==> config.mk <==
export PLATFORM = sky130hd
export DESIGN_NAME = axi_read_arbiter_flat
export DESIGN_NICKNAME = d
export VERILOG_FILES = /design/src/rtl/axi_read_arbiter_pkg.sv /design/src/rtl/axi_read_arbiter_if.sv /design/src/rtl/axi_addr_decoder.sv /design/src/rtl/axi_read_arbiter.sv /design/src/flat_wrapper.sv
export SDC_FILE = /design/constraint.sdc
export NUM_CORES = 1
export LEC_CHECK = 0
export CAP_MARGIN = 20
export CELL_PAD_IN_SITES_DETAIL_PLACEMENT = 1
export CELL_PAD_IN_SITES_GLOBAL_PLACEMENT = 2
export CORE_UTILIZATION = 30
export DETAILED_ROUTE_END_ITERATION = 10
export DONT_BUFFER_PORTS = 1
export GPL_TIMING_DRIVEN = 1
export HOLD_SLACK_MARGIN = 0.08
export PLACE_DENSITY = 0.67
export SYNTH_ARGS = -nofsm -noshare
export SYNTH_HDL_FRONTEND = slang
export SYNTH_SLANG_ARGS = --single-unit
==> constraint.sdc <==
create_clock -name ACLK -period 5.4 [get_ports ACLK]
set_input_delay 1.08 -clock ACLK [delete_from_list [all_inputs] [get_ports ACLK]]
set_output_delay 1.08 -clock ACLK [all_outputs]
set_load 0.02 [all_outputs]
==> src/rtl/axi_read_arbiter_pkg.sv <==
// Shared AXI bridge definitions: slave address map, read-side FSM states
// and the default/dummy routing indices used by the arbiters and muxes.
package axi_pkg;

   localparam int AXI_NUM_M     = 3;
   localparam int AXI_NUM_S     = 6;
   localparam int AXI_MIDX_BITS = 2;
   localparam int AXI_SIDX_BITS = 3;

   // Dummy master never drives valid; default slave answers decode errors;
   // dummy slave is never ready.
   localparam logic [AXI_MIDX_BITS-1:0] AXI_DUMMY_M   = AXI_MIDX_BITS'(AXI_NUM_M);
   localparam logic [AXI_SIDX_BITS-1:0] AXI_DEFAULT_S = AXI_SIDX_BITS'(AXI_NUM_S);
   localparam logic [AXI_SIDX_BITS-1:0] AXI_DUMMY_S   = AXI_SIDX_BITS'(AXI_NUM_S + 1);

   // Slave windows, inclusive limits.
   localparam logic [31:0] ROM_BASE  = 32'h0000_0000;
   localparam logic [31:0] ROM_LIMIT = 32'h0000_3FFF;
   localparam logic [31:0] IM_BASE   = 32'h0001_0000;
   localparam logic [31:0] IM_LIMIT  = 32'h0001_FFFF;
   localparam logic [31:0] DM_BASE   = 32'h0002_0000;
   localparam logic [31:0] DM_LIMIT  = 32'h0002_FFFF;
   localparam logic [31:0] DMA_BASE  = 32'h1002_0000;
   localparam logic [31:0] DMA_LIMIT = 32'h1002_0400;
   localparam logic [31:0] WDT_BASE  = 32'h1001_0000;
   localparam logic [31:0] WDT_LIMIT = 32'h1001_03FF;
   localparam logic [31:0] DRAM_BASE  = 32'h2000_0000;
   localparam logic [31:0] DRAM_LIMIT = 32'h201F_FFFF;

   typedef enum logic [1:0] {IDLE, ADDR, DATA} rd_state_e;

   function automatic logic in_range(logic [31:0] a, logic [31:0] base, logic [31:0] limit);
      return (a >= base) && (a <= limit);
   endfunction

endpackage

==> src/rtl/axi_read_arbiter_if.sv <==
// Read-address/read-data handshake bundle seen by the read arbiter.
interface axi_read_arbiter_if import axi_pkg::*; #(
   parameter int NUM_M     = AXI_NUM_M,
   parameter int NUM_S     = AXI_NUM_S,
   parameter int MIDX_BITS = AXI_MIDX_BITS,
   parameter int SIDX_BITS = AXI_SIDX_BITS
);
   logic [NUM_M-1:0][31:0]          ARADDR_M;
   logic [NUM_M-1:0]                ARVALID_M;
   logic [NUM_S:0]                  ARREADY_S;
   logic [NUM_S:0]                  RVALID_S;
   logic [NUM_S:0]                  RLAST_S;
   logic [NUM_M-1:0]                RREADY_M;
   logic [NUM_S:0][MIDX_BITS-1:0]   SRIdx;
   logic [NUM_M-1:0][SIDX_BITS-1:0] MRIdx;

   // Arbiter side: consumes handshakes, produces routing indices.
   modport slave (
      input  ARADDR_M, ARVALID_M, ARREADY_S, RVALID_S, RLAST_S, RREADY_M,
      output SRIdx, MRIdx
   );

   // Bus side: drives handshakes, observes routing indices.
   modport master (
      output ARADDR_M, ARVALID_M, ARREADY_S, RVALID_S, RLAST_S, RREADY_M,
      input  SRIdx, MRIdx
   );
endinterface

==> src/rtl/axi_addr_decoder.sv <==
// Combinational address -> slave index decode; unmapped goes to default slave.
module axi_addr_decoder import axi_pkg::*; (
   input  logic [31:0]              addr,
   output logic [AXI_SIDX_BITS-1:0] sidx
);

   // Windows do not overlap, so priority order is irrelevant.
   always_comb begin
      sidx = AXI_DEFAULT_S;
      if      (in_range(addr, ROM_BASE,  ROM_LIMIT))  sidx = AXI_SIDX_BITS'(0);
      else if (in_range(addr, IM_BASE,   IM_LIMIT))   sidx = AXI_SIDX_BITS'(1);
      else if (in_range(addr, DM_BASE,   DM_LIMIT))   sidx = AXI_SIDX_BITS'(2);
      else if (in_range(addr, DMA_BASE,  DMA_LIMIT))  sidx = AXI_SIDX_BITS'(3);
      else if (in_range(addr, WDT_BASE,  WDT_LIMIT))  sidx = AXI_SIDX_BITS'(4);
      else if (in_range(addr, DRAM_BASE, DRAM_LIMIT)) sidx = AXI_SIDX_BITS'(5);
   end

endmodule

==> src/rtl/axi_read_arbiter.sv <==
// Per-slave read arbiter: round-robin grant per slave, held until the last
// R beat is accepted. Owns all read-path routing state (SRIdx / MRIdx).
module axi_read_arbiter import axi_pkg::*; #(
   parameter int NUM_M     = AXI_NUM_M,
   parameter int NUM_S     = AXI_NUM_S,
   parameter int MIDX_BITS = AXI_MIDX_BITS,
   parameter int SIDX_BITS = AXI_SIDX_BITS
) (
   input logic               ACLK,
   input logic               ARESET,
   axi_read_arbiter_if.slave bus
);

   localparam logic [MIDX_BITS-1:0] IDLE_M = MIDX_BITS'(NUM_M);
   localparam logic [SIDX_BITS-1:0] IDLE_S = SIDX_BITS'(NUM_S + 1);

   logic [NUM_M-1:0][AXI_SIDX_BITS-1:0] dec;
   logic [NUM_M-1:0]                    busy;
   logic [NUM_S:0]                      gnt_vld, rel;
   logic [NUM_S:0][MIDX_BITS-1:0]       gnt_m, sr_q;
   logic [NUM_M-1:0][SIDX_BITS-1:0]     mr_q;

   for (genvar m = 0; m < NUM_M; m++) begin : g_mst
      axi_addr_decoder u_dec (.addr(bus.ARADDR_M[m]), .sidx(dec[m]));
      assign busy[m] = (mr_q[m] != IDLE_S);
   end

   for (genvar s = 0; s <= NUM_S; s++) begin : g_slv
      rd_state_e            state_q, state_d;
      logic [MIDX_BITS-1:0] rr_ptr, win, sr;
      logic [NUM_M-1:0]     cand;
      logic                 found, ar_hs, rl_hs;

      assign ar_hs = bus.ARVALID_M[sr] && bus.ARREADY_S[s];
      assign rl_hs = bus.RVALID_S[s] && bus.RLAST_S[s] && bus.RREADY_M[sr];

      // Round-robin pick: first idle requester at or after rr_ptr.
      always_comb begin
         int idx;
         idx   = 0;
         found = 1'b0;
         win   = '0;
         for (int m = 0; m < NUM_M; m++)
            cand[m] = bus.ARVALID_M[m] && (dec[m] == AXI_SIDX_BITS'(s)) && !busy[m];
         for (int k = 0; k < NUM_M; k++) begin
            idx = (int'(rr_ptr) + k) % NUM_M;
            if (!found && cand[idx]) begin
               found = 1'b1;
               win   = MIDX_BITS'(idx);
            end
         end
      end

      // Next state: grant, address handshake, last-beat handshake.
      always_comb begin
         state_d = state_q;
         case (state_q)
            IDLE:    if (found) state_d = ADDR;
            ADDR:    if (ar_hs) state_d = DATA;
            DATA:    if (rl_hs) state_d = IDLE;
            default: state_d = IDLE;
         endcase
      end

      assign gnt_vld[s] = (state_q == IDLE) && found;
      assign gnt_m[s]   = win;
      assign rel[s]     = (state_q == DATA) && rl_hs;
      assign sr_q[s]    = sr;

      // State, routed master and fairness pointer.
      always_ff @(posedge ACLK) begin
         if (ARESET) begin
            state_q <= IDLE;
            rr_ptr  <= '0;
            sr      <= IDLE_M;
         end else begin
            state_q <= state_d;
            if (gnt_vld[s]) begin
               sr     <= win;
               rr_ptr <= (win == MIDX_BITS'(NUM_M - 1)) ? '0 : win + 1'b1;
            end else if (rel[s]) begin
               sr <= IDLE_M;
            end
         end
      end
   end

   // Per-master route doubles as the busy flag; a master is never granted
   // and released on the same edge, so the two updates cannot collide.
   always_ff @(posedge ACLK) begin
      if (ARESET) begin
         mr_q <= {NUM_M{IDLE_S}};
      end else begin
         for (int m = 0; m < NUM_M; m++) begin
            for (int s = 0; s <= NUM_S; s++) begin
               if (rel[s] && sr_q[s] == MIDX_BITS'(m))     mr_q[m] <= IDLE_S;
               if (gnt_vld[s] && gnt_m[s] == MIDX_BITS'(m)) mr_q[m] <= SIDX_BITS'(s);
            end
         end
      end
   end

   assign bus.SRIdx = sr_q;
   assign bus.MRIdx = mr_q;

endmodule

==> src/flat_wrapper.sv <==
// flat-port wrapper written by rule: the top's interface ports become plain ports
module axi_read_arbiter_flat import axi_pkg::*;
#(
   parameter int NUM_M     = AXI_NUM_M,
   parameter int NUM_S     = AXI_NUM_S,
   parameter int MIDX_BITS = AXI_MIDX_BITS,
   parameter int SIDX_BITS = AXI_SIDX_BITS
)
  (ACLK, ARESET, bus_ARADDR_M, bus_ARVALID_M, bus_ARREADY_S, bus_RVALID_S, bus_RLAST_S, bus_RREADY_M, bus_SRIdx, bus_MRIdx);
  axi_read_arbiter_if #(.NUM_M(NUM_M), .NUM_S(NUM_S), .MIDX_BITS(MIDX_BITS), .SIDX_BITS(SIDX_BITS)) bus_i ();
  input logic ACLK;
  input logic ARESET;
  input wire logic [$bits(bus_i.ARADDR_M)-1:0] bus_ARADDR_M;
  input wire logic [$bits(bus_i.ARVALID_M)-1:0] bus_ARVALID_M;
  input wire logic [$bits(bus_i.ARREADY_S)-1:0] bus_ARREADY_S;
  input wire logic [$bits(bus_i.RVALID_S)-1:0] bus_RVALID_S;
  input wire logic [$bits(bus_i.RLAST_S)-1:0] bus_RLAST_S;
  input wire logic [$bits(bus_i.RREADY_M)-1:0] bus_RREADY_M;
  output wire logic [$bits(bus_i.SRIdx)-1:0] bus_SRIdx;
  output wire logic [$bits(bus_i.MRIdx)-1:0] bus_MRIdx;
  assign bus_i.ARADDR_M = bus_ARADDR_M;
  assign bus_i.ARVALID_M = bus_ARVALID_M;
  assign bus_i.ARREADY_S = bus_ARREADY_S;
  assign bus_i.RVALID_S = bus_RVALID_S;
  assign bus_i.RLAST_S = bus_RLAST_S;
  assign bus_i.RREADY_M = bus_RREADY_M;
  assign bus_SRIdx = bus_i.SRIdx;
  assign bus_MRIdx = bus_i.MRIdx;
  axi_read_arbiter #(.NUM_M(NUM_M), .NUM_S(NUM_S), .MIDX_BITS(MIDX_BITS), .SIDX_BITS(SIDX_BITS)) u_core (.ACLK(ACLK), .ARESET(ARESET), .bus(bus_i));
endmodule
==> out/qor.yml, run 1 <==
critical_path.max_fanout: 6
cts_tree: "built"
netlist-cell-type-count: 92
die_w_um: 141.5
critPathLaunchType: "input pin"
wl_met1_um: 10500
worst_path_most_repeated_cell: "or4_4"
fin_tns_setup_ns: 0
crit_arrival_ns: 4.66
post-route-period-util_pct: 82.90
synthArstFlopShare_pct: 0
nets: 941
wl_met3_um: 948
n_antenna_cell: 0
wl_met2_um: 11250
cts_buffers: 5
rr_startpoint: "u_core.bus.MRIdx[7]"
yosysWarnings: 0
grt_pass1_vias: 6542
setup_violations: 0
grt_overflow: 0
yosys.area.top_type: "dfxtp_1"
dr.pass1.iters: 4
clkLatencyLatePin_ns: 0.30
reg2reg_slack_ns: 1.69
vias: 6454
max_clock_freq_mhz: 223.4
slew_headroom_pct: 44.89
worstMarginPinSlew_ns: 0.8151
postCtsHoldBufs: 0
clk_pin_slew_ns: 0.07
endpoint_kind: "flip-flop"
coreArea_um2: 18890
first_iter_violations: 298
final.setup_skew_ns: 0.01087
r2r_cells: 9
post-cts-setup-buffers: 0
grt_usage_pct: 23.00
multiInputGateArea_um2: 4549
design.die.area_um2: 20040
synthesis.area_um2: 5842
syn_nets: 964
ant_nets: 0
power.density_nw_per_um2: 176.5
clock_path_buffers: 2
r2r-end: "u_core.bus.MRIdx[0]"
min_from: "u_core.g_slv[0].rr_ptr[0]"
hold_viol: 0
peakVddDrop_v: 0.0001209
viasPerCell: 6.077
rows: 50
drc: 0
drv_cap: 0
cts_resized: 0
seq_area_um2: 1021
synth_area_leaders: "dfxtp_1 17%, nor2_1 5.7%, nand2_1 5.3%"
routed_wl_um: 23190
drv_slew: 0
worstPathRequired_ns: 5.59
die_h_um: 141.5
synth_top_area_share_pct: 17.48
grt_pass1_wl_um: 35910
final_common_cell: "nor2_1"
h-tree-depth: 2
critical_path.cell_chain: "or4_4 -> or4_4 -> a211oi_4 -> a21oi_1 -> o21ai_1 -> a2111oi_1 -> clkdlybuf4s15_2 -> a2111oi_2 -> and4_4 -> nor4_1 -> a2111o_1"
fillers: 2372
cts_sinks: 51
seq_area_frac_synth_pct: 17.48
crit_end: "u_core.bus.MRIdx[4]"
period_minus_slack_ns: 4.477
drive_gt1_share_pct: 7.606
rsz0062_at_grt: "no"
final_cell_mix: "88 x nor2_1, 83 x nand2_1, 55 x a21oi_1, 51 x dfxtp_1, 35 x nor3_1"
cp-startpoint: "bus_ARADDR_M[90]"
power_mw: 1.095
grt_start_max_net_pins: 51
top_layer: "met4"
antenna_found_initial: 0
top_level_ports: 148
postSynthCellCount: 825
cp_slowest_cell: "or4_4"
initial_utilization_pct: 30.92
slowest_delay_ns: 0.56
syn_to_final_growth_pct: 6.254
gp_congestion: 0.8919
synth_edf_count: 0
outcome: "finished clean"
avgSynthCellArea_um2: 7.081
avgRoutedWirePerCell_um: 21.84
synth_seq_cells: 51
hold_class: "reg -> reg"
synthFlopType: "dfxtp_1"
critical_path_class: "in -> reg"
dp_hpwl_um: 19360
power_leakage_nw: 2.016
clock-root-buffer: "clkbuf_16"
io_buffers: 0
[power breakdown]
group | internal [mW] | switching, mW
combinational | 0.120 | 0.198
sequential | 0.402 | 0.0577
clock | 0.170 | 0.148
total | 0.692 | 0.404
[worst max-delay path: cells and delay by family]
| family | cells | cell delay (ns) |
|---|---|---|
| compound gates | 6 | 1.86 |
| buf+inv | 1 | 0.27 |
| simple gates | 4 | 1.42 |
[metal layers]
layer | vias to the layer above | track usage [%]
met4 | 0 | 5.716
met5 | - | 0
met3 | 32 | 3.712
met1 | 3185 | 28.82
li1 | 3103 | -
met2 | 134 | 40.78
[logic make-up after synthesis]
kind of cell,Yosys count,share of synthesized area [%]
flops,51,17.48
compound gates,246,30.52
fa+ha+maj,22,4.369
mux,24,4.134
simple gates,412,38.85
buf+inv,70,4.647
[stage by stage]
| step | hold slack (ns) | std cells | utilization [%] | instance area [um2] | setup WS [ns] |
|---|---|---|---|---|---|
| final | 0.4777 | 1062 | 32.85 | 6207 | 0.9232 |
| after detailed placement | 0.4674 | 1055 | 32.12 | 6068 | 0.6036 |
| after global routing | 0.5017 | 1062 | 32.85 | 6207 | 0.7547 |
| after global placement | 0.4556 | 1054 | 32.06 | 6057 | 0.5571 |
| after floorplan | 0.4365 | 825 | - | 5842 | 1.373 |
| after CTS | 0.4782 | 1062 | 32.85 | 6207 | 0.9150 |
[state kept, by name, indices dropped and copies added, names as in the netlist]
| name | cells |
|---|---|
| u_core.bus.MRIdx | 9 |
| u_core.g_slv.rr_ptr | 14 |
| u_core.g_slv.sr | 14 |
| u_core.g_slv.state_q | 14 |
[cells in the mapped netlist (all sizes together) (4+ instances only)]
| cell | count |
|---|---|
| buf | 4 |
| a2111oi | 7 |
| o2111ai | 10 |
| o21bai | 8 |
| a211o | 8 |
| nor3b | 10 |
| o21a | 8 |
| and4 | 5 |
| nand2b | 5 |
| and2 | 16 |
| a31oi | 10 |
| nor2 | 90 |
| o21ai | 38 |
| or4 | 8 |
| mux2i | 23 |
| or2 | 21 |
| o31ai | 10 |
| o211ai | 14 |
| nand4 | 24 |
| inv | 35 |
| nor2b | 12 |
| ha | 14 |
| nor4 | 29 |
| a21o | 10 |
| a21boi | 4 |
| nand3b | 13 |
| nand3 | 20 |
| dfxtp | 51 |
| and3 | 13 |
| or3 | 13 |
| a21oi | 55 |
| nand2 | 83 |
| o2bb2ai | 5 |
| clkbuf | 31 |
| a211oi | 15 |
| maj3 | 8 |
| nor3 | 37 |
[worst min path at each step]
stage | to | slack [ns] | depth (start not counted)
6_report | u_core.g_slv[0].rr_ptr[0] | 0.48 | 2
5_1_grt | u_core.g_slv[0].rr_ptr[0] | 0.50 | 2
4_1_cts | u_core.g_slv[0].rr_ptr[0] | 0.48 | 2
3_5_place_dp | u_core.g_slv[0].rr_ptr[0] | 0.47 | 2
3_3_place_gp | u_core.g_slv[3].rr_ptr[0] | 0.46 | 2
2_1_floorplan | u_core.g_slv[1].state_q[0] | 0.44 | 1
[layout make-up]
class / count / share of cell area, %
timing repair buffer: 5 / 0.6652
inverter: 35 / 2.117
sequential: 51 / 16.45
tap: 260 / 5.241
clock buffer: 5 / 2.016
clock inverter: 2 / 0.2217
multi-input combinational: 704 / 73.29
Note: power is estimated with default switching activity, not from simulation.
==> inputs of run 2 (changes only) <==
--- a/config.mk
+++ b/config.mk
@@ -13,7 +13,7 @@
 export DONT_BUFFER_PORTS = 1
 export GPL_TIMING_DRIVEN = 1
 export HOLD_SLACK_MARGIN = 0.08
-export PLACE_DENSITY = 0.67
+export PLACE_DENSITY = 0.7
 export SYNTH_ARGS = -nofsm -noshare
 export SYNTH_HDL_FRONTEND = slang
 export SYNTH_SLANG_ARGS = --single-unit
==> constraint.sdc (replaced) <==
create_clock -name ACLK -period 4.1 [get_ports ACLK]
set_input_delay 0.82 -clock ACLK [delete_from_list [all_inputs] [get_ports ACLK]]
set_output_delay 0.82 -clock ACLK [all_outputs]
set_load 0.02 [all_outputs]
==> out/qor.yml, run 2 (same netlist as run 1, synthesis figures left out) <==
post-cts-setup-buffers: 0  # unchanged
clock-root-buffer: "clkbuf_16"
drc: 0  # unchanged
utilization_pct: 35.02  # +2.2 points
crit_arrival_ns: 4.11  # -0.55 ns
dr.pass1.iters: 5  # +1
viasPerCell: 5.984  # -1.5%
drv_slew: 0  # unchanged
timing.final.ws_setup_ns: 0.1923  # -0.7308 ns
n_antenna_cell: 0  # unchanged
outcome: "finished clean"
h-tree-depth: 2  # unchanged
ant_nets: 0  # unchanged
cts_sinks: 51  # unchanged
final.setup_skew_ns: 0.003459  # -0.007410 ns
critical_path_class: "in -> reg"
power.density_nw_per_um2: 239.0  # +35%
setup_violations: 0  # unchanged
worstPathRequired_ns: 4.30  # -1.29 ns
routed_wl_um: 23520  # +1.4%
avgRoutedWirePerCell_um: 21.12  # -3.3%
post-place-cells: 1106  # +4.8%
rsz0062_at_grt: "no"
postCtsHoldBufs: 0  # unchanged
post-route-period-util_pct: 95.31
dp_hpwl_um: 19780  # +2.2%
cts_tree: "built"
coreArea_um2: 18890  # unchanged
largest_registers: "u_core.g_slv.rr_ptr: 14 flops, u_core.g_slv.sr: 14 flops, u_core.g_slv.state_q: 14 flops"
grt_pass1_wl_um: 36330  # +1.2%
final_common_cell: "nor2_1"
clock_path_buffers: 2  # unchanged
peakVddDrop_v: 0.0001731  # +43%
grt_overflow: 0  # unchanged
initial_utilization_pct: 30.92  # unchanged
fillers: 2418  # +1.9%
worstMarginPinSlew_ns: 0.8576  # +0.04248 ns
io_buffers: 0  # unchanged
grt_pass1_vias: 6658  # +1.8%
die_w_um: 141.5  # unchanged
die_h_um: 141.5  # unchanged
grt_start_max_net_pins: 51  # unchanged
rows: 50  # unchanged
holdPathStages: 2  # unchanged
vias: 6666  # +3.3%
critPathLaunchType: "input pin"
max_clock_freq_mhz: 255.9
r2r_cells: 11  # +2
hold_class: "reg -> reg"
final_cell_mix: "88 x nor2_1, 83 x nand2_1, 56 x buf_4, 55 x a21oi_1, 51 x dfxtp_1"
top_level_ports: 148  # unchanged
syn_to_final_growth_pct: 13.26
slew_headroom_pct: 42.68  # -2.2 points
grt_usage_pct: 23.24  # +0.24 points
fin_hold_ws_ns: 0.4799  # +0.002111 ns
pre_cts_ws_ns: -0.1057  # -0.7093 ns
cts_buffers: 5  # unchanged
stdcell_count: 1114  # +4.9%
dpl_cell_area_um2: 6447  # +6.2%
gp_congestion: 0.8549  # -4.1%
antenna_found_initial: 0  # unchanged
endpoint_kind: "flip-flop"
nets: 992  # +5.4%
cts_resized: 0  # unchanged
clkLatencyLatePin_ns: 0.30  # about the same
clk_pin_slew_ns: 0.07  # about the same
hold_viol: 0  # unchanged
design.die.area_um2: 20040  # unchanged
power_leakage_nw: 2.280  # +13%
drive_gt1_share_pct: 13.23  # +5.6 points
period_minus_slack_ns: 3.908
postLayoutCellArea_um2: 6616  # +6.6%
drv_cap: 0  # unchanged
critical_path.max_fanout: 5  # -1
first_iter_violations: 286  # -4.0%
## run 2: final cells by class
type                            count  area, um2  area share [%]
Clock buffer                        5      125.1           1.891
Clock inverter                      3      43.79          0.6619
Inverter                           35      131.4           1.986
Multi-Input combinational cell    704       4549           68.76
Sequential cell                    51       1021           15.43
Tap cell                          260      325.3           4.917
Timing Repair Buffer               56      420.4           6.354
## run 2: through the flow
stage	power [mW]	setup TNS (ns)
finish	1.581	0
detailed placement	1.098	-0.1470
global route	1.661	0
CTS	1.596	0
global placement	1.073	-0.006822
floorplan	0.9135	0
## run 2: worst paths after layout
| check | startpoint | to | slack (ns) |
|---|---|---|---|
| worst max-delay path | bus_ARADDR_M[86] | u_core.bus.MRIdx[0] | 0.19 |
| worst min-delay path | u_core.g_slv[1].rr_ptr[0] | u_core.g_slv[1].rr_ptr[0] | 0.48 |
| worst min register to register | u_core.g_slv[1].rr_ptr[0] | u_core.g_slv[1].rr_ptr[0] | 0.48 |
| worst max register to register | u_core.bus.MRIdx[5] | u_core.bus.MRIdx[6] | 0.40 |
## run 2: per-layer routing
metal,GRT usage [%],part of all wire [%],vias to the layer above
li1,-,-,3204
met1,29.40,44,3269
met2,40.78,49,170
met3,3.341,5.0,23
met4,6.678,2.1,0
met5,0,0,-
## run 2: report_power, final
| part | switching, mW | leakage [nW] | total [mW] | internal (mW) |
|---|---|---|---|---|
| clock network | 0.207 | 0.0838 | 0.496 | 0.289 |
| logic | 0.279 | 1.78 | 0.482 | 0.203 |
| registers | 0.0739 | 0.413 | 0.603 | 0.529 |
## run 2: worst max-delay path: stages
cell       delay [ns]
or3_4            0.37
buf_4            0.16
nor3_2           0.27
buf_4            0.19
o22ai_1          0.09
a2111oi_0        0.73
buf_4            0.25
o2111ai_1        0.30
nand2_1          0.29
nand2b_1         0.10
or4_1            0.40
o221a_2          0.13
==> patch, RTL diff (settings of run 2) <==
Set the package constant `AXI_MIDX_BITS` to 3 (it was 2).
--- a/src/rtl/axi_read_arbiter_pkg.sv
+++ b/src/rtl/axi_read_arbiter_pkg.sv
@@ -5,5 +5,5 @@
    localparam int AXI_NUM_M     = 3;
    localparam int AXI_NUM_S     = 6;
-   localparam int AXI_MIDX_BITS = 2;
+   localparam int AXI_MIDX_BITS = 3;
    localparam int AXI_SIDX_BITS = 3;
 
Interface: changed (resized bus_SRIdx); port bits go from 148 to 155. The function was not compared with the original's and may differ.
==> patch against run 2 <==
  * Sequential cell count up 14
  * Worst setup slack got worse by 0.92 ns
  * Critical endpoint is now u_core.bus.MRIdx[5]
  * Synthesized area up 110%
  * Clock skew increased by 0.011 ns
  * The run now ends with setup timing left
  * Wire length rose to 2.5 times the old value
  * Total power increased by 130%
  * Combinational power grew to 4.2 times the old value
  * Cell count up 150%
  * Sequential share of layout area down 8.4 points
  * Cell area rose to 2.9 times the old value
==> patch: results (changes against run 2) <==
| Metric | Value |
|---|---|
| Status | complete, but fails checks |
| Failing checks | setup timing |
| Hold path depth | 1 (-1) |
| Adder-cell share of the synthesized area | 12.59% (+8.2 points) |
| # placed instances | 2663 (+140%) |
| Detailed Place HPWL | 47810 um (+140%) |
| Crit-path max FO | 3 (-2) |
| Mux share of post-synthesis cell area | 4.662% (+0.53 points) |
| Syn Nets | 1927 (+100%) |
| Avg Vias per Cell | 5.700 (-4.7%) |
| Post-CTS Repair Setup Buffers | 54 (+54) |
| GPL Wtd Cong | 0.9238 (+8.1%) |
| Part of the Yosys area used for sequential elements | 10.61% (-6.9 points) |
| Initial antenna violation count | 3 (+3) |
| Finished Layout Cells | 2764 (+150%) |
| Worst R2R Path Depth | 20 (+9) |
| First-pass DRT Iterations | 8 (+3) |
| Distinct cells, synth | 116 (+26%) |
| TNS Setup | -6.053 ns (-6.053 ns) |
| Placed Area | 17070 um2 (+160%) |
| Per-cell routed wire length | 21.67 um (+2.6%) |
| Htree depth | 3 (+1) |
| Finish-stage setup viols | 19 (+19) |
| Sw Share | 39.63% (+4.2 points) |
| Global-route wire length before repair | 89830 um (+150%) |
| CTS Buf Count | 9 (+4) |
| Layout cells sized above 1 | 43.32% (+30 points) |
| Setup WS post-layout | -0.7318 ns (-0.9242 ns) |
| Synth Area in Compound Gates | 31.15% (+0.63 points) |
| Min-Delay Startpoint | ARESET |
| Slowest CP cell | a221o_1 |
| Clock latency on the worst-skew pair | 0.36 ns (+0.06 ns) |
| Reg2reg start | u_core.g_slv[1].rr_ptr[1] |
| Pre-CTS WS | -0.7936 ns (-0.6879 ns) |
| IR drop worst, VDD | 208.0 uV (+20%) |
| Synthesized instance count | 1681 (+100%) |
| XOR/XNOR Fraction of Synth Area | 3.060% (+3.1 points) |
| Slew headroom | 39.89% (-2.8 points) |
| CP max stage delay | 0.46 ns (-0.27 ns) |
| Worst EP arrival | 5.07 ns (+0.96 ns) |
| First DRT Iteration DRCs | 799 (+180%) |
| Top flop regs | u_core.g_slv.rr_ptr x21, u_core.g_slv.sr x21, u_core.g_slv.state_q x14 |
| Vias in the first global route | 16250 (+140%) |
| Count of cells resized by post-cts repair | 147 (+147) |
| Top cells by count, synth | 157 x nor2_1, 117 x ha_1, 117 x nand2_1, 111 x a21oi_1, 79 x inv_1 |
| Hold Path Class | in -> reg |
| Overall routing resource usage | 27.36% (+4.1 points) |
| Hold endpoint | u_core.g_slv[6].rr_ptr[1] |
| Minimum hold slack | 0.5238 ns (+0.04391 ns) |
[patch: worst max path at each step]
stage / from / to / slack, ns / depth (start not counted)
after floorplan: u_core.g_slv[1].rr_ptr[1] / u_core.bus.MRIdx[5] / -0.41 / 20
after global placement: u_core.g_slv[2].rr_ptr[0] / u_core.bus.MRIdx[0] / -0.52 / 18
after detailed placement: u_core.g_slv[1].rr_ptr[1] / u_core.bus.MRIdx[5] / -0.79 / 20
after CTS: u_core.g_slv[1].rr_ptr[1] / u_core.bus.MRIdx[5] / -0.56 / 20
after global routing: u_core.g_slv[1].rr_ptr[1] / u_core.bus.MRIdx[5] / -0.87 / 20
final: u_core.g_slv[1].rr_ptr[1] / u_core.bus.MRIdx[5] / -0.73 / 20
[patch: power groups by stage]
| stage | Combinational (uW) | Clock [uW] | Sequential (uW) |
|---|---|---|---|
| 5_1_grt | 2200 | 837 | 745 |
| 3_5_place_dp | 1620 | 0 | 748 |
| 3_3_place_gp | 1580 | 0 | 747 |
| 4_1_cts | 1900 | 810 | 740 |
| 2_1_floorplan | 932 | 0 | 742 |
| 6_report | 2030 | 801 | 740 |
[patch: layer usage]
metal / vias up / global-route usage, % / wire [um]
li1: 7540 / - / -
met1: 7823 / 34.04 / 25980
met2: 305 / 48.37 / 29900
met3: 88 / 3.476 / 2214
met4: 0 / 8.822 / 1811
met5: - / 0 / 0
[patch: cell type report]
cell class / instances / area [um2]
inverters: 86 / 327.8
fillers: 4869 / 20550
diodes: 2 / 5.005
repair buffers: 592 / 4587
clock buffers: 12 / 257.7
clock inverters: 4 / 25.02
flip-flops and latches: 65 / 1364
well taps: 525 / 656.9
multi-input cells: 1478 / 12230
